$ cat src/rtl/uart_tx_pin.sv
// 8N1 UART transmitter with a one-byte holding register and a registered output pin.
// Define UART_TX_TWO_STOP_EN to send two stop bits per frame instead of one.
module uart_tx_pin #(
  parameter int CLKS_PER_BIT = 64
) (
  input  logic       clk,
  input  logic       rst,
  input  logic [7:0] data,
  input  logic       wr,
  output logic       ready,
  output logic       busy,
  output logic       pin
);

  localparam int DIV_W = $clog2(CLKS_PER_BIT);
  localparam logic [DIV_W-1:0] DIV_MAX = DIV_W'(CLKS_PER_BIT - 1);
`ifdef UART_TX_TWO_STOP_EN
  localparam logic [2:0] STOP_LAST = 3'd1;
`else
  localparam logic [2:0] STOP_LAST = 3'd0;
`endif

  typedef enum logic [1:0] {IDLE, START, DATA, STOP} state_e;

  state_e           state_q, state_d;
  logic             pin_q, pin_d;
  logic [7:0]       hold_q, hold_d;
  logic             hold_full_q, hold_full_d;
  logic [7:0]       shift_q, shift_d;
  logic [DIV_W-1:0] div_q, div_d;
  logic [2:0]       bit_q, bit_d;
  logic             bit_end;

  assign bit_end = (div_q == DIV_MAX);
  assign ready   = ~hold_full_q;
  assign busy    = hold_full_q | (state_q != IDLE);
  assign pin     = pin_q;

  always_comb begin
    state_d     = state_q;
    pin_d       = pin_q;
    hold_d      = hold_q;
    hold_full_d = hold_full_q;
    shift_d     = shift_q;
    div_d       = div_q;
    bit_d       = bit_q;

    // Accept only while empty, so it can never coincide with the hand-off below.
    if (wr && !hold_full_q) begin
      hold_d      = data;
      hold_full_d = 1'b1;
    end

    unique case (state_q)
      IDLE: begin
        pin_d = 1'b1;
        div_d = '0;
        bit_d = '0;
        if (hold_full_q) begin
          shift_d     = hold_q;
          hold_full_d = 1'b0;
          state_d     = START;
          pin_d       = 1'b0;
        end
      end
      START: begin
        if (bit_end) begin
          div_d   = '0;
          bit_d   = '0;
          state_d = DATA;
          pin_d   = shift_q[0];
        end else begin
          div_d = div_q + 1'b1;
        end
      end
      DATA: begin
        if (bit_end) begin
          div_d = '0;
          if (bit_q == 3'd7) begin
            bit_d   = '0;
            state_d = STOP;
            pin_d   = 1'b1;
          end else begin
            bit_d = bit_q + 3'd1;
            pin_d = shift_q[bit_q + 3'd1];
          end
        end else begin
          div_d = div_q + 1'b1;
        end
      end
      STOP: begin
        if (bit_end) begin
          div_d = '0;
          // bit_q counts stop bits here; a queued byte chains straight into START.
          if (bit_q != STOP_LAST) begin
            bit_d = bit_q + 3'd1;
          end else begin
            bit_d = '0;
            if (hold_full_q) begin
              shift_d     = hold_q;
              hold_full_d = 1'b0;
              state_d     = START;
              pin_d       = 1'b0;
            end else begin
              state_d = IDLE;
              pin_d   = 1'b1;
            end
          end
        end else begin
          div_d = div_q + 1'b1;
        end
      end
      default: begin
        state_d = IDLE;
        pin_d   = 1'b1;
      end
    endcase
  end

  always_ff @(posedge clk or posedge rst) begin
    if (rst) begin
      state_q     <= IDLE;
      pin_q       <= 1'b1;
      hold_q      <= '0;
      hold_full_q <= 1'b0;
      shift_q     <= '0;
      div_q       <= '0;
      bit_q       <= '0;
    end else begin
      state_q     <= state_d;
      pin_q       <= pin_d;
      hold_q      <= hold_d;
      hold_full_q <= hold_full_d;
      shift_q     <= shift_d;
      div_q       <= div_d;
      bit_q       <= bit_d;
    end
  end

endmodule

$ cat config.mk
export PLATFORM = sky130hd
export DESIGN_NAME = uart_tx_pin
export DESIGN_NICKNAME = d
export VERILOG_FILES = /design/src/rtl/uart_tx_pin.sv
export SDC_FILE = /design/constraint.sdc
export NUM_CORES = 1
export LEC_CHECK = 0
export CAP_MARGIN = 20
export CORE_MARGIN = 2
export CORE_UTILIZATION = 39
export DETAILED_ROUTE_END_ITERATION = 6
export DONT_BUFFER_PORTS = 1
export PLACE_DENSITY = 0.57
export SYNTH_ARGS = -nofsm -noshare
export SYNTH_HDL_FRONTEND = slang
export SYNTH_SLANG_ARGS = --single-unit
$ cat constraint.sdc
create_clock -name clk -period 6.3 [get_ports clk]
set_clock_uncertainty 0.1 [all_clocks]
set_input_delay 0.63 -clock clk [delete_from_list [all_inputs] [get_ports clk]]
set_output_delay 0.63 -clock clk [all_outputs]
set_load 0.02 [all_outputs]
==> results of run 1 <==
-- registers in the layout, indices dropped and copies added, names as in the netlist --
register	flops
shift_q	8
div_q	6
bit_q	3
hold_q	8
hold_full_q	1
state_q	2
pin	1
-- layout by cell type (no fill, tap or decap), types with 2 or more instances in the layout --
| cell | netlist | layout |
|---|---|---|
| mux2_2 | 19 | 19 |
| nand3_1 | 3 | 3 |
| xnor2_1 | 2 | 2 |
| inv_1 | 8 | 8 |
| nor2_1 | 8 | 8 |
| mux2_1 | 3 | 3 |
| clkbuf_4 | 0 | 5 |
| o21ai_0 | 2 | 2 |
| xor2_1 | 2 | 2 |
| nor2b_1 | 4 | 4 |
| nand2_1 | 4 | 4 |
| o31ai_1 | 2 | 2 |
| nand2b_1 | 2 | 2 |
| ha_1 | 8 | 8 |
| a21oi_1 | 3 | 3 |
| dfrtp_1 | 28 | 28 |
| nor3_1 | 3 | 3 |
-- layer usage --
layer / routed length, um / part of all wire (%) / vias to the layer above
li1: - / - / 413
met1: 1100 / 45 / 437
met2: 1200 / 49 / 16
met3: 114 / 4.6 / 4
met4: 36 / 1.5 / 0
met5: 0 / 0 / -
-- final cells by class --
cell class | instances | area share, %
Clock buffer | 7 | 3.55
Inverter | 8 | 1.94
Sequential cell | 29 | 46.9
Timing Repair Buffer | 1 | 1.78
Tap cell | 46 | 3.71
Multi-Input combinational cell | 76 | 42.1
-- cells by family (layout without fill, tap and decap cells) --
group | count (synthesis) | count (layout) | synth area share (%)
AOI/OAI and AO/OA | 15 | 15 | 8.53
buffers and inverters | 11 | 16 | 2.99
muxes | 23 | 23 | 19.0
DFF | 29 | 29 | 51.1
adders and majority gates | 8 | 8 | 7.04
xor gates and xnor gates | 4 | 4 | 2.46
and+or+nand+nor | 26 | 26 | 8.88
-- power by group through the flow --
| stage | Clock [mW] | Sequential (mW) | Combinational (mW) |
|---|---|---|---|
| 2_1_floorplan | 0 | 0.321 | 0.300 |
| 3_3_place_gp | 0 | 0.338 | 0.343 |
| 3_5_place_dp | 0 | 0.341 | 0.354 |
| 4_1_cts | 0.117 | 0.338 | 0.356 |
| 5_1_grt | 0.127 | 0.351 | 0.396 |
| 6_report | 0.112 | 0.337 | 0.355 |
-- worst paths after layout --
kind                       startpoint           to  slack, ps  depth (start not counted)
setup / recovery           state_q[0]         busy       4050                          3
hold / removal                    rst    hold_q[1]        150                          1
setup reg to reg             bit_q[0]          pin       4090                          6
hold reg to reg              div_q[0]     div_q[0]        380                          1
max in group asynchronous         rst     div_q[4]       5460                          2
min in group clk                   wr  hold_full_q        350                          1
==> summary.md, run 1 <==
| Metric | Value |
|---|---|
| Status | `completed` |
| Drt pass-1 iters | `4` |
| Setup-failing EPs final | `0` |
| Post-route cell area | `approximately 0.0016 sq mm` |
| H-tree depth | `2` |
| Fill cells | `343` |
| Worst Path Required | `5570 ps` |
| CP endpoint kind | `primary output` |
| Static leakage | `around 0.67 nW` |
| WS Path Type | `reg -> out` |
| Worst-path fanout max | `10` |
| Final Wtd Congestion | `0.778` |
| Max cap viols | `0` |
| Final Critical Period | `roughly 2300 ps` |
| Fin util | `45.4%` |
| 1st-iter DRT viols | `between 40 and 50` |
| Die height | `64.4 um` |
| Vias | `870` |
| Mean post-synth cell area | `12.3 sq um` |
| Post-synth EDFFs | `0` |
| Remaining antenna violation count | `0` |
| CTS tree | `done` |
| Final TNS setup | `0 ps` |
| Setup WS post-layout | `4050 ps` |
| Multi-input logic area | `approximately 650 sq um` |
| Final hold slack | `153 ps` |
| Vias per cell | `around 5.2` |
| Pwr/cell area | `a little over 500 mW/mm^2` |
| # diodes | `0` |
| Grt met1 use | `roughly 17%` |
| Synthesized cell area | `0.00142 sq mm` |
| Worst-Margin Slew | `between 700 and 800 ps` |
| Pint | `slightly above 0.5 mW` |
| Synth warn | `0` |
| Slew Limit Fails | `0` |
| Largest net degree at the start of global routing | `30` |
| Final worst path period share | `35.8%` |
| Cell variety after synth | `30` |
| Worst slew margin | `~50%` |
| Cells after Synth | `116` |
| Dpl ws | `4100 ps` |
| Synth cell count leaders | `28 x dfrtp_1, 19 x mux2_2, 8 x ha_1, 8 x inv_1, 8 x nor2_1` |
| Buf/Inv on CP | `1` |
| Starting density of the core | `41.6%` |
| Layout cells sized above 1 | `24.8%` |
| Final hold violation count | `0` |
| Crit path max-delay family | `flip-flops` |
| Switching Fraction | `36.8%` |
| Busiest grt layer | `met2` |
| Critical-path cell list | `inv_1 > ha_1 > nand2_1` |
| Non-Filler Instances | `167` |
| Sequential share of power | `41.9%` |
| Net Sw Power | `slightly below 0.3 mW` |
| Most numerous cell in the Yosys netlist | `dfrtp_1` |
| Register area share after synthesis | `between 50 and 60%` |
| Initial antenna violation count | `0` |
| Placeable core area | `0.00342 sq mm` |
| DP Wirelength | `1.82 mm` |
| Slowest stage delay, CP | `430 ps` |
| Total congestion overflow | `0` |
| Post_cts resized | `0` |
| Postcts setup bufs | `0` |
| Gate power share | `44.1%` |
| FP Rows | `21` |
| Ys async rst share | `100%` |
| # IOs | `14` |
| Total Power | `0.804 mW` |
| Inst Count DP | `~160` |
| Vias in the first global route | `roughly 1000` |
| DIE WIDTH | `~64 um` |
| Worst hold path type | `in -> async` |
| # clock sinks | `29` |
| Final #Nets | `140` |
| Remaining DRCs | `0` |
| Register clock-pin slew on the reported worst setup and hold paths | `90 ps` |
| Clk_lat worst skew | `320 ps` |
| M3 GR Usage | `5.63%` |
| Clock power share | `13.9%` |
| Post-synth top flop | `dfrtp_1` |
| Synthesis-stage register bit count | `29` |
| IO buf count | `0` |
| FF+latch area | `727 sq um` |
| CTS Hold Buffers Added | `0` |
| Routed wire length | `2.46 mm` |
| First-pass GRT wire length | `4.46 mm` |
| WL per Instance | `14.7 um` |
| Dpl cell area | `0.00147 sq mm` |
| CTS root buf | `clkbuf_4` |
| Area leader, netlist | `dfrtp_1` |
| Cts bufs inserted | `5` |
| Crit path DAT | `between 1500 and 2000 ps` |
| RSZ-0062 raised after global routing | `no` |
| Critical path launch point type | `flop` |
| P&R area growth vs syn | `8.97%` |
| Max Freq | `about 0.44 GHz` |
| Die area | `0.00415 sq mm` |
| Crit-path slowest cell | `dfrtp_1` |
| Syn nets | `135` |
| Top cell type's share of synthesized area | `roughly 49%` |
| Highest ir drop seen on vdd | `0.218 mV` |
| GR Layer Usage met2 | `23.6%` |
| Max clock buf depth | `2` |
| Gr usage total | `14.3%` |
| Leading post-synthesis cells by cell area | `dfrtp_1 49%, mux2_2 15%, ha_1 7.0%, mux2_1 2.4%, inv_1 2.1%` |
(Power assumes the default switching activity.)
==> inputs of run 2 (changes only) <==
--- a/config.mk
+++ b/config.mk
@@ -10,7 +10,7 @@
 export CORE_UTILIZATION = 39
 export DETAILED_ROUTE_END_ITERATION = 6
 export DONT_BUFFER_PORTS = 1
-export PLACE_DENSITY = 0.57
+export PLACE_DENSITY = 0.59
 export SYNTH_ARGS = -nofsm -noshare
 export SYNTH_HDL_FRONTEND = slang
 export SYNTH_SLANG_ARGS = --single-unit
==> constraint.sdc (replaced) <==
create_clock -name clk -period 1.85 [get_ports clk]
set_clock_uncertainty 0.1 [all_clocks]
set_input_delay 0.185 -clock clk [delete_from_list [all_inputs] [get_ports clk]]
set_output_delay 0.185 -clock clk [all_outputs]
set_load 0.02 [all_outputs]
==> run 2 against run 1 <==
The flow now finishes with violations (setup timing). Non-clock buffer count is 26 higher. Flip-flop and latch count stayed put. Combinational power grew to 5.2 times the previous value. Largest cell class is now multi-input combinational cells. Highest routed layer unchanged.
==> summary.md, run 2 (synthesized netlist as in run 1, its figures left out) <==
| Metric | Value |
|---|---|
| Total Power | `3.43 mW` |
| WS Path Type | `reg -> reg` |
| Vias per cell | `around 5.2` |
| IO buf count | `0` |
| Critical path launch point type | `flop` |
| DP Wirelength | `1.85 mm` |
| Commonest non-fill, non-tap cells in the layout | `28 x dfrtp_1, 17 x mux2_2, 13 x buf_4` |
| Total congestion overflow | `0` |
| R2R cell count | `6` |
| Setup-failing EPs final | `1` |
| Non-Filler Instances | `around 190` |
| Highest ir drop seen on vdd | `approximately 0.86 mV` |
| Final TNS setup | `-95.1 ps` |
| Largest net degree at the start of global routing | `30` |
| R2R Path Start | `bit_q[0]` |
| Pwr/cell area | `around 1800 mW/mm^2` |
| Commonest non-fill, non-tap cell in the layout | `dfrtp_1` |
| Status | `complete, but fails checks` |
| WHS Endpoint | `hold_q[6]` |
| Max Freq | `0.514 GHz` |
| Final hold violation count | `0` |
| Routed wire length | `2.68 mm` |
| 1st-iter DRT viols | `between 50 and 60` |
| Dpl ws | `-117 ps` |
| Final Critical Period | `1950 ps` |
| Crit path DAT | `approximately 2100 ps` |
| Worst Path Required | `~2000 ps` |
| Worst flop-to-flop path endpoint | `pin` |
| Drt pass-1 iters | `4` |
| Static leakage | `just over 0.8 nW` |
| # clock sinks | `29` |
| P&R area growth vs syn | `33.4%` |
| Fill cells | `303` |
| DIE WIDTH | `between 60 and 70 um` |
| # diodes | `0` |
| # IOs | `14` |
| Final #Nets | `166` |
| Die height | `around 64 um` |
| Worst-path fanout max | `5` |
| Placeable core area | `0.00342 sq mm` |
| First-pass GRT wire length | `4.77 mm` |
| Crit path from | `bit_q[0]` |
| CP endpoint kind | `flop` |
| Hold Crit Depth | `3` |
| FP Rows | `21` |
| CTS root buf | `clkbuf_4` |
| Setup WS post-layout | `-95.1 ps` |
| Final Wtd Congestion | `~0.83` |
| Slew Limit Fails | `0` |
| Cts bufs inserted | `5` |
| Top Registers | `hold_q x8, shift_q x8, div_q x6` |
| CTS tree | `done` |
| Reg2Reg Setup Slack | `-100 ps` |
| Initial antenna violation count | `0` |
| Worst-Margin Slew | `357 ps` |
| Register clock-pin slew on the reported worst setup and hold paths | `around 90 ps` |
| Gr usage total | `15.4%` |
| Vias in the first global route | `1058` |
| Failing checks | `setup timing` |
| Inst Count DP | `around 180` |
| Remaining antenna violation count | `0` |
| Max cap viols | `0` |
| Final hold slack | `229 ps` |
| Die area | `around 0.0041 sq mm` |
| Worst hold path type | `in -> reg` |
| Final worst path period share | `105%` |
| Hold wc startpoint | `wr` |
| Worst slew margin | `76.2%` |
| Starting density of the core | `41.6%` |
| Clk_lat worst skew | `330 ps` |
| Max clock buf depth | `2` |
| Remaining DRCs | `0` |
| Layout cells sized above 1 | `43.9%` |
| WL per Instance | `approximately 14 um` |
| Vias | `around 1000` |
| RSZ-0062 raised after global routing | `yes` |
| H-tree depth | `2` |
[run 2: cell count changes in the layout (fill, tap and decap cells not counted), sizes merged]
| cell | before | now |
|---|---|---|
| buf | 1 | 17 |
| clkinv | 0 | 1 |
| dlygate4sd3 | 0 | 10 |
[run 2: worst max-delay path by stage]
stage / to / cells after the start
CTS: pin / 6
global placement: pin / 6
global route: pin / 6
detailed placement: pin / 6
finish: pin / 6
floorplan: pin / 6
[run 2: final cells by class]
type / count / area (sq um) / share of cell area (%)
Tap cell: 46 / 57.6 / 3.03
Timing Repair Buffer: 27 / 251 / 13.2
Multi-Input combinational cell: 76 / 762 / 40.1
Clock inverter: 1 / 5.00 / 0.264
Sequential cell: 29 / 727 / 38.3
Clock buffer: 7 / 65.1 / 3.43
Inverter: 8 / 30.0 / 1.58
[run 2: metal layers]
metal | part of all wire (%) | GRT usage, %
met1 | 44 | 19.3
met3 | 4.0 | 4.75
met5 | 0 | 0
met2 | 49 | 24.0
met4 | 2.4 | 7.98
[run 2: power breakdown]
group          switching (mW)  total [mW]  internal, mW
registers               0.213        1.15         0.934
clock network           0.218       0.438         0.220
logic                   0.768        1.85          1.08
[run 2: through the flow]
step	util, %	cell area [sq um]
6_report	55.6	1900
3_3_place_gp	47.5	1620
3_5_place_dp	47.5	1620
2_1_floorplan	-	1450
5_1_grt	55.6	1900
4_1_cts	53.9	1840
[run 2: repair_timing]
action                                 CTS  global route
pin swaps                                1             6
cloned                                   0             0
endpoints found under the hold margin   38             0
resized for setup                        6            15
buffers inserted                         2             0
hold buffers                            10             0
setup endpoints to repair                3            14
[run 2: critical path, stage by stage (launching register included)]
cell,delay (ps)
dfrtp_1,370
inv_2,50
ha_4,300
mux2_4,300
mux4_2,480
o221ai_2,150
a41oi_2,120
